**config.mk**
```make
export PLATFORM = sky130hd
export DESIGN_NAME = draw_port_arbiter
export DESIGN_NICKNAME = d
export VERILOG_FILES = /design/src/rtl/draw_port_arbiter.sv
export SDC_FILE = /design/constraint.sdc
export NUM_CORES = 1
export LEC_CHECK = 0
export ABC_AREA = 1
export BUFFER_PORTS_ARGS = -buffer_cell sky130_fd_sc_hd__clkbuf_2
export CAP_MARGIN = 25
export CORE_UTILIZATION = 54
export CTS_CLUSTER_SIZE = 28
export DETAILED_ROUTE_END_ITERATION = 12
export PLACE_DENSITY = 0.81
export SETUP_SLACK_MARGIN = 0.1
export SLEW_MARGIN = 20
export SYNTH_ARGS = -nofsm -noshare
export SYNTH_HDL_FRONTEND = slang
export SYNTH_SLANG_ARGS = --single-unit
```
**constraint.sdc**
```tcl
create_clock -name clock -period 2.27 [get_ports clock]
set_input_delay 0.454 -clock clock [delete_from_list [all_inputs] [get_ports clock]]
set_output_delay 0.454 -clock clock [all_outputs]
set_load 0.02 [all_outputs]
```
**src/rtl/draw_port_arbiter.sv**
```systemverilog
// draw_port_arbiter
//   Shares the single VGA plot port between three pixel writers: rocket
//   drawer (requester 0), asteroid drawer (requester 1) and laser drawer
//   (requester 2). Round-robin arbitration with bursts bounded by MAX_BURST
//   while another writer is waiting. One idle cycle separates bursts.
//
//   Optional build macro: LASER_PRIORITY_EN
//     defined   - laser (requester 2) wins every idle-cycle arbitration and
//                 pre-empts any other owner after its current accept.
//     undefined - pure round-robin.
//
// Ports
//   clock                  system clock, rising edge
//   reset                  asynchronous active-low reset
//   req[2:0]               per-requester pixel request
//   px_x*/px_y*/px_c*      pixel x / y / colour of each requester
//   clear_stats            synchronous clear of pix_count (beats increment)
//   gnt[2:0]               one-hot accept strobe (combinational)
//   vga_x/vga_y/vga_colour registered pixel to the VGA adapter
//   plot                   registered write enable
//   owner                  current owner index, 3 = none
//   busy                   high while a grant is active
//   pix_count              saturating count of plotted pixels
module draw_port_arbiter #(
  parameter int MAX_BURST = 16,
  parameter int COLOUR_W  = 3
) (
  input  logic                clock,
  input  logic                reset,
  input  logic [2:0]          req,
  input  logic [7:0]          px_x0,
  input  logic [7:0]          px_x1,
  input  logic [7:0]          px_x2,
  input  logic [6:0]          px_y0,
  input  logic [6:0]          px_y1,
  input  logic [6:0]          px_y2,
  input  logic [COLOUR_W-1:0] px_c0,
  input  logic [COLOUR_W-1:0] px_c1,
  input  logic [COLOUR_W-1:0] px_c2,
  input  logic                clear_stats,
  output logic [2:0]          gnt,
  output logic [7:0]          vga_x,
  output logic [6:0]          vga_y,
  output logic [COLOUR_W-1:0] vga_colour,
  output logic                plot,
  output logic [1:0]          owner,
  output logic                busy,
  output logic [15:0]         pix_count
);

  typedef enum logic {S_IDLE, S_GRANT} state_t;

  state_t              state, state_nxt;
  logic [1:0]          owner_nxt, last_owner, last_owner_nxt;
  logic [7:0]          burst_cnt, burst_cnt_nxt;
  logic [2:0]          owner_oh, others;
  logic [1:0]          pick;
  logic                accept;
  logic [7:0]          sel_x;
  logic [6:0]          sel_y;
  logic [COLOUR_W-1:0] sel_c;

  // First requesting index strictly after 'last' in the cycle 0->1->2->0.
  function automatic logic [1:0] rr_pick(input logic [1:0] last, input logic [2:0] r);
    logic [1:0] idx;
    logic       found;
    rr_pick = 2'd3;
    found   = 1'b0;
    for (int unsigned k = 1; k <= 3; k++) begin
      idx = 2'((32'(last) + k) % 3);
      if (!found && r[idx]) begin
        rr_pick = idx;
        found   = 1'b1;
      end
    end
  endfunction

  always_comb begin
    owner_oh = (owner == 2'd3) ? 3'b000 : 3'(3'b001 << owner);
    others   = req & ~owner_oh;
    accept   = (state == S_GRANT) && |(owner_oh & req);
`ifdef LASER_PRIORITY_EN
    pick = req[2] ? 2'd2 : rr_pick(last_owner, req);
`else
    pick = rr_pick(last_owner, req);
`endif
    case (owner)
      2'd0:    begin sel_x = px_x0; sel_y = px_y0; sel_c = px_c0; end
      2'd1:    begin sel_x = px_x1; sel_y = px_y1; sel_c = px_c1; end
      default: begin sel_x = px_x2; sel_y = px_y2; sel_c = px_c2; end
    endcase
  end

  // State register plus the registered pixel path and statistics.
  always_ff @(posedge clock or negedge reset) begin
    if (!reset) begin
      state      <= S_IDLE;
      owner      <= 2'd3;
      last_owner <= 2'd2;
      burst_cnt  <= '0;
      plot       <= 1'b0;
      vga_x      <= '0;
      vga_y      <= '0;
      vga_colour <= '0;
      pix_count  <= '0;
    end else begin
      state      <= state_nxt;
      owner      <= owner_nxt;
      last_owner <= last_owner_nxt;
      burst_cnt  <= burst_cnt_nxt;
      plot       <= accept;
      if (accept) begin
        vga_x      <= sel_x;
        vga_y      <= sel_y;
        vga_colour <= sel_c;
      end
      if (clear_stats)
        pix_count <= '0;
      else if (plot && pix_count != '1)
        pix_count <= pix_count + 16'd1;
    end
  end

  // Next-state logic.
  always_comb begin
    state_nxt      = state;
    owner_nxt      = owner;
    last_owner_nxt = last_owner;
    burst_cnt_nxt  = burst_cnt;
    case (state)
      S_IDLE: begin
        if (|req) begin
          owner_nxt     = pick;
          burst_cnt_nxt = '0;
          state_nxt     = S_GRANT;
        end
      end
      default: begin
        if (!accept) begin
          last_owner_nxt = owner;
          owner_nxt      = 2'd3;
          state_nxt      = S_IDLE;
        end else if (burst_cnt == 8'(MAX_BURST - 1)) begin
          if (|others) begin
            last_owner_nxt = owner;
            owner_nxt      = 2'd3;
            state_nxt      = S_IDLE;
          end else begin
            burst_cnt_nxt = '0;
          end
`ifdef LASER_PRIORITY_EN
        end else if (owner != 2'd2 && req[2]) begin
          last_owner_nxt = owner;
          owner_nxt      = 2'd3;
          state_nxt      = S_IDLE;
`endif
        end else begin
          burst_cnt_nxt = burst_cnt + 8'd1;
        end
      end
    endcase
  end

  // Outputs decoded from state/owner and the live request.
  always_comb begin
    gnt  = (state == S_GRANT) ? (owner_oh & req) : 3'b000;
    busy = (state == S_GRANT);
  end

endmodule

```
**After elaboration in Yosys (flattened, before gate mapping)**

Cells that the tools add are included.
Widths: inputs -> output; s select.

- Bits in registers: 48

- $add $sub $neg: 5
- Div/mod/pow operators: 3
- Order comparisons: 3
- Equal/unequal tests: 10
- Shift-type cells: 1
- Mux-type cells: 36
- Bitwise logic cells: 3
- Reductions and logical operators: 15

Operators by type and width:

| cell | number |
|---|---|
| $mod 32x2->32 const B | 3 |
| $mux 8 | 5 |
| $mux 16 | 2 |
| $mux 2 | 11 |
| $add 16x1->16 const B | 1 |
| $ne 16x16->1 const B | 1 |
| $pmux 8 s2 | 1 |
| $pmux 7 s2 | 1 |
| $mux 1 | 10 |
| $lt 2x3->1 const B | 3 |
| $reduce_and 3->1 | 3 |
| $reduce_or 3->1 | 3 |
| $add 8x1->8 const B | 1 |
| $eq 8x4->1 const B | 1 |
| $add 2x2->3 const B | 2 |
| $and 3x3->3 | 2 |
| $bmux 1 s2 | 3 |
| $mux 3 | 2 |
| $ne 2x1->1 const B | 3 |
| $ne 3x2->1 const B | 2 |
| $pmux 3 s2 | 1 |
| $logic_and 1x1->1 | 4 |
| $reduce_bool 2->1 | 2 |
| $add 2x1->3 const B | 1 |
| 7 further kinds | 8 |

**Logic depth before layout (Yosys ltp)**

Gate-level depths: netlist of run 1.

- Word-level depth: 13
- Depth in mapped cells: 12
- Mapped depth without buffers: 12

**Least setup slack after synthesis of run 1**

Ideal clock, no wire load.

- Path type: flip-flop to output port
- Start point: register state (netlist: busy)
- End point: output gnt[0]
- Data arrival time: 1.261 ns
- Required time: 1.816 ns
- Path slack: 0.555 ns
- Stages on the path, launching flop included: 4
- Buffers on the path: 1
- Cell sequence: dfrtp_1 > clkbuf_1 > clkinv_1 > nor2_1

- Cells in the longest elaborated chain, start to end: 1

Ends and longest elaborated chain:

| element | RTL line | RTL |
|---|---|---|
| from (decl) | 53 | `state_t state, state_nxt;` |
| from (signal assigned) | 107 | `state <= state_nxt;` |
| $mux 3 | 166 | `gnt = (state == S_GRANT) ? (owner_oh & req) : 3'b000;` |
| to (decl) | 41 | `output logic [2:0] gnt,` |

No other way between the ends.

**Worst setup path after layout of run 1**

- Start point: register owner[1]
- End point: output gnt[0]

- Cells in the longest elaborated chain, start to end: 4

Ends and longest elaborated chain:

| element | RTL line | RTL |
|---|---|---|
| from (decl) | 46 | `output logic [1:0] owner,` |
| from (signal assigned) | 108 | `owner <= owner_nxt;` |
| $eq 2x2->1 or $shl 1x2->3 (tied branches) | 79 | `owner_oh = (owner == 2'd3) ? 3'b000 : 3'(3'b001 << owner);` |
| $mux 3 * | 79 |  |
| $and 3x3->3 * | 166 |  |
| $mux 3 * | 166 |  |

Every way passes the cells marked *; elsewhere a longest branch is shown, timed or not.

==> summary.md, run 1 <==
| Metric | Value |
|---|---|
| Crit path DAT | `1.53 ns` |
| Setup TNS | `0 ns` |
| Synth Cell Area | `0.00293 mm2` |
| Top cells by area, synth | `dfrtp_1 38%, nand2_1 19%, nand3_1 6.3%` |
| PortBufs | `100` |
| Pre-Repair DR Iteration Count | `4` |
| H-Tree Depth | `2` |
| PwrDens | `1040 mW/mm2` |
| Dpl hpwl | `5430 um` |
| TritonCTS clock tree | `yes` |
| Measured slew at the worst slew-check pin | `0.516 ns` |
| Tot GR Track Use | `0.271` |
| Placeable Area | `0.00517 mm2` |
| P&R area growth vs syn | `23.1%` |
| DRC violations left | `0` |
| WP data required | `1.82 ns` |
| Final min period | `1.99 ns` |
| Post-synth top cells | `148 x nand2_1, 45 x dfrtp_1, 39 x nor2_1` |
| Reg2Reg Setup Slack | `0.46 ns` |
| Grt ovf | `0` |
| Die footprint | `0.00573 mm2` |
| Sink Count | `48` |
| Mean area per synthesized cell | `7.30 um2` |
| Gpl congestion | `0.841` |
| Number of synthesized flops with an enable pin | `0` |
| Fmax | `503 MHz` |
| CTS buffer count | `5` |
| Leak Pwr | `1.79 nW` |
| Count leader, synth | `nand2_1` |
| First-pass GRT wire length | `11900 um` |
| Fin worst setup slack | `0.282 ns` |
| Sequential share of the synthesized area | `0.411` |
| Synth Warn # | `0` |
| Setup violators final | `0` |
| Status | `complete, no violations` |
| Tightest Hold Check Type | `input port to register` |
| Final-report max-slew violation count | `0` |
| Antenna violations before repair | `0` |
| Die X | `75.7 um` |
| CP Capture Type | `output pin` |
| DR vias | `3030` |
| RSZ-0062 raised after global routing | `false` |
| Syn Inst Count | `402` |
| Clk_lat worst skew | `0.30 ns` |
| ANT nets after route | `0` |
| Synth area leader | `dfrtp_1` |
| Post-synthesis register bit count | `48` |
| Drt wl/cell | `12.7 um` |
| Post-Synthesis Net Count | `467` |
| Peak VDD IR | `678 uV` |
| Post-CTS setup buffers | `0` |
| Fin Clk Skew | `0.00480 ns` |
| Post-CTS Resized | `0` |
| Ys async rst share | `1.00` |
| Critical path class | `register to output pin` |
| Period utilisation layout | `0.876` |
| Yosys top cell area share | `0.384` |
| Synth cell types | `34` |
| # rows | `26` |
| Initial Utilization | `0.567` |
| CTS Hold Buffers Added | `1` |
| Iter 0 DRT Violations | `156` |
| Root buffer cell | `clkbuf_8` |
| Hold path depth | `3` |
| DRT Wirelength | `7280 um` |
| Final #Nets | `567` |
| Setup crit start kind | `register` |
| Clk buf depth | `2` |
| Worst slew margin | `0.656` |
| Vias per cell | `5.29` |
| Layout cell share with drive strength beyond 1 | `0.256` |
| DIE HEIGHT | `75.7 um` |
| Setup slack at placement | `0.466 ns` |
| Worst-path clk slew | `0.09 ns` |
| Post-synth top flop | `dfrtp_1` |
| Crit-path max FO | `19` |
| Final Hold Viols | `0` |
| Largest net degree at the start of global routing | `42` |
| Top-level I/O count | `101` |
| Max Cap Violations | `0` |
| Vias in the first global route | `2660` |
| Cells on worst reg2reg path | `7` |
| Ant diodes | `0` |
-- where the power goes --
part / switching (W) / internal (W)
logic: 0.00119 / 0.000610
registers: 0.000212 / 0.00112
clock network: 0.000297 / 0.000327
total: 0.00170 / 0.00206
-- sequential cells by signal, summed over array words and instances (netlist names) --
register,count
burst_cnt,8
busy,1
last_owner,2
owner,2
pix_count,16
plot,1
vga_colour,3
vga_x,8
vga_y,7
-- metrics by stage --
step           instance area [um2]  power [W]   util  hold WS (ns)  instances
5_1_grt                       3610    0.00405  0.698         0.406        573
3_3_place_gp                  3490    0.00310  0.676         0.326        564
2_1_floorplan                 2930    0.00262      -         0.158        402
3_5_place_dp                  3490    0.00315  0.676         0.326        564
4_1_cts                       3610    0.00378  0.698         0.403        573
6_report                      3610    0.00375  0.698         0.407        573
-- metal layers --
metal  wire length [um]  global-route usage  up-vias
met5                  0                   0        -
met4                102              0.0761        0
met3                422              0.0595        9
met2               3650               0.477      100
met1               3110               0.336     1395
li1                   -                   -     1526
-- cell usage in the layout (no fill, tap or decap), types with 2 or more instances in the layout --
cell / Yosys / layout
inv_1: 25 / 25
buf_4: 4 / 3
a41oi_1: 18 / 18
nand3b_1: 4 / 4
nor2_4: 2 / 2
a21oi_1: 3 / 3
nand4_1: 8 / 8
nor2_1: 39 / 39
nand3_1: 37 / 37
clkinv_1: 2 / 2
o21ai_0: 10 / 10
xnor2_1: 3 / 3
dfstp_2: 3 / 3
ha_1: 5 / 5
o21ai_1: 10 / 10
xor2_1: 5 / 5
dfrtp_1: 45 / 45
inv_2: 3 / 3
nor3_1: 7 / 7
or2_2: 3 / 3
clkbuf_8: 0 / 5
clkbuf_2: 0 / 100
nand2_1: 148 / 148
-- worst max-delay path: stages, from the launching register on --
cell and delay [ns]:
dfstp_2 0.42, nor2_4 0.38, nand2_1 0.13, nor2_1 0.12
clkbuf_2 0.18
-- area by class of cell --
cell class	count	area [um2]
clock buffer	6	72.6
clock inverter	2	35.0
fill	436	1560
inverter	30	113
multi-input combinational	312	1550
sequential	48	1200
tap	70	87.6
timing repair buffer	105	553
-- path summary, 6_finish.rpt --
check	start	end
max reg2reg	pix_count[1]	pix_count[15]
min in group asynchronous	reset	burst_cnt[5]
min	px_x1[3]	vga_x[3]
max	owner[1]	gnt[0]
max in group asynchronous	reset	owner[1]
min reg2reg	burst_cnt[1]	burst_cnt[1]
-- kinds of logic (layout without fill, tap and decap cells) --
family,count (synthesis),count (layout),share of synthesized area
and+or+nand+nor,253,253,0.374
xor gates and xnor gates,8,8,0.0239
AOI/OAI and AO/OA,46,46,0.108
adders and majority gates,5,5,0.0213
DFF,48,48,0.411
buffers and inverters,42,143,0.0623
(Power assumes the default switching activity.)
==> run 2: changes to the inputs <==
--- a/config.mk
+++ b/config.mk
@@ -6,11 +6,12 @@
 export NUM_CORES = 1
 export LEC_CHECK = 0
 export ABC_AREA = 1
-export BUFFER_PORTS_ARGS = -buffer_cell sky130_fd_sc_hd__clkbuf_2
+export BUFFER_PORTS_ARGS = -buffer_cell sky130_fd_sc_hd__buf_2
 export CAP_MARGIN = 25
 export CORE_UTILIZATION = 54
 export CTS_CLUSTER_SIZE = 28
 export DETAILED_ROUTE_END_ITERATION = 12
+export GPL_TIMING_DRIVEN = 0
 export PLACE_DENSITY = 0.81
 export SETUP_SLACK_MARGIN = 0.1
 export SLEW_MARGIN = 20
==> summary.md, run 2 (synthesis results as in run 1) <==
| Metric | Value |
|---|---|
| Status | `complete, no violations` |
| Crit-path max FO | `9 (-10)` |
| Setup violators final | `0 (unchanged)` |
| Final min period | `1.94 ns (-0.0527 ns)` |
| Placeable Area | `0.00517 mm2 (unchanged)` |
| PwrDens | `1030 mW/mm2 (-1.2%)` |
| Setup TNS | `0 ns (unchanged)` |
| P&R area growth vs syn | `24.1%` |
| PortBufs | `100 (unchanged)` |
| Pre-Repair DR Iteration Count | `6 (+2)` |
| Final #Nets | `575 (+1.4%)` |
| CTS buffer count | `5 (unchanged)` |
| Max Cap Violations | `0 (unchanged)` |
| DRC violations left | `0 (unchanged)` |
| CP Capture Type | `output pin` |
| Gpl congestion | `0.869 (+3.3%)` |
| Dpl hpwl | `5590 um (+3.1%)` |
| DIE HEIGHT | `75.7 um (unchanged)` |
| Tightest Hold Check Type | `input port to asynchronous set/reset pin` |
| Largest net degree at the start of global routing | `27 (-36%)` |
| Fill cell count | `416 (-4.6%)` |
| Drt wl/cell | `13.0 um (+1.9%)` |
| Met2 GRT Util | `0.487 (+0.00992)` |
| Measured slew at the worst slew-check pin | `0.619 ns (+0.104 ns)` |
| Reg2Reg Setup Slack | `0.45 ns (about the same)` |
| Post-CTS setup buffers | `0 (unchanged)` |
| Setup crit start kind | `register` |
| Leak Pwr | `1.81 nW (+0.94%)` |
| DR vias | `3107 (+2.5%)` |
| Final-report max-slew violation count | `0 (unchanged)` |
| Clk buf depth | `2 (unchanged)` |
| R2R Path Start | `pix_count[1]` |
| DRT Wirelength | `7520 um (+3.3%)` |
| Iter 0 DRT Violations | `203 (+30%)` |
| Sink Count | `48 (unchanged)` |
| RSZ-0062 raised after global routing | `false` |
| Non-filler cells, final | `581 (+1.4%)` |
| Sequential cell area | `0.00120 mm2 (unchanged)` |
| Die X | `75.7 um (unchanged)` |
| Largest Register | `pix_count` |
| Peak VDD IR | `628 uV (-7.4%)` |
| Area occupied by multi-input gates | `0.00155 mm2 (unchanged)` |
| CP Launch Point | `busy` |
| Fmax | `517 MHz (+2.7%)` |
| First-pass GRT wire length | `12500 um (+5.7%)` |
| Vias in the first global route | `2853 (+7.3%)` |
| Antenna violations before repair | `0 (unchanged)` |
| Tot GR Track Use | `0.287 (+0.0155)` |
| # placed instances | `573 (+1.6%)` |
| Largest register FFs | `16 (unchanged)` |
| Die footprint | `0.00573 mm2 (unchanged)` |
| Commonest non-fill, non-tap cell in the layout | `nand2_1` |
| Biggest regs | `pix_count (16), burst_cnt (8), vga_x (8)` |
| Initial Utilization | `0.567 (unchanged)` |
| ANT nets after route | `0 (unchanged)` |
| Final Hold Viols | `0 (unchanged)` |
| WP data required | `1.82 ns (about the same)` |
| Worst-path clk slew | `0.09 ns (about the same)` |
| Met3 usage | `0.0542 (-0.00529)` |
| Top-level I/O count | `101 (unchanged)` |
| TritonCTS clock tree | `yes` |
| Power Total | `0.00374 W (-0.42%)` |
| Cell area after placement | `0.00355 mm2 (+1.6%)` |
| Critical path class | `register to output pin` |
| GRT Max-Usage Layer | `met2` |
| Clk_lat worst skew | `0.31 ns (about the same)` |
| Root buffer cell | `clkbuf_8` |
| # rows | `26 (unchanged)` |
| Design area | `0.00364 mm2 (+0.80%)` |
| Ant diodes | `0 (unchanged)` |
| Fin worst setup slack | `0.335 ns (+0.0527 ns)` |
| Crit path DAT | `1.48 ns (-0.05 ns)` |
| Fin Clk Skew | `0.00673 ns (+0.00193 ns)` |
| Vias per cell | `5.35 (+1.1%)` |
| Most frequent cells in the layout | `148 x nand2_1, 102 x buf_2, 45 x dfrtp_1` |
| H-Tree Depth | `2 (unchanged)` |
| Layout cell share with drive strength beyond 1 | `0.264 (+0.00773)` |
| Period utilisation layout | `0.853 (-0.0232)` |
| Worst slew margin | `0.587 (-0.0688)` |
| Grt ovf | `0 (unchanged)` |
| Routing usage on met1 | `0.366 (+0.0301)` |
| Setup slack at placement | `0.476 ns (+0.00935 ns)` |
-- run 2: final timing paths --
kind,to,depth (start not counted)
hold / removal,burst_cnt[7],1
setup reg to reg,pix_count[7],9
max in group asynchronous,pix_count[8],2
setup / recovery,gnt[2],4
hold reg to reg,last_owner[1],2
min in group clock,vga_y[5],3
-- run 2: per-stage QoR --
step,utilization,hold WS [ns]
finish,0.704,0.139
global route,0.704,0.186
CTS,0.704,0.158
detailed placement,0.686,0.498
global placement,0.681,0.498
floorplan,-,0.158
-- run 2: timing repair --
action	4_1_cts	5_1_grt
setup endpoints to repair	0	3
hold buffers	0	0
gates resized for setup	0	1
-- run 2: critical path: stages (launching register included) --
cell and delay (ns):
dfrtp_1 0.34, clkbuf_1 0.35, inv_2 0.17, nor2_1 0.14, buf_2 0.17
-- run 2: final cells by class --
cell class / instances / area share
multi-input cells: 312 / 0.425
clock buffers: 5 / 0.0189
repair buffers: 101 / 0.145
clock inverters: 3 / 0.00619
plain buffers: 12 / 0.0192
flip-flops and latches: 48 / 0.331
well taps: 70 / 0.0241
inverters: 30 / 0.0309
-- run 2: power breakdown --
group / switching (W) / total [W] / internal [W]
clock network: 0.000319 / 0.000540 / 0.000221
logic: 0.00125 / 0.00190 / 0.000651
registers: 0.000182 / 0.00130 / 0.00112
total: 0.00175 / 0.00374 / 0.00199
-- run 2: metal layers --
layer	share of wire	wire length, um	up-vias
met5	0	0	-
met3	0.059	444	12
met1	0.44	3340	1439
li1	-	-	1545
met2	0.48	3640	111
met4	0.013	99	0
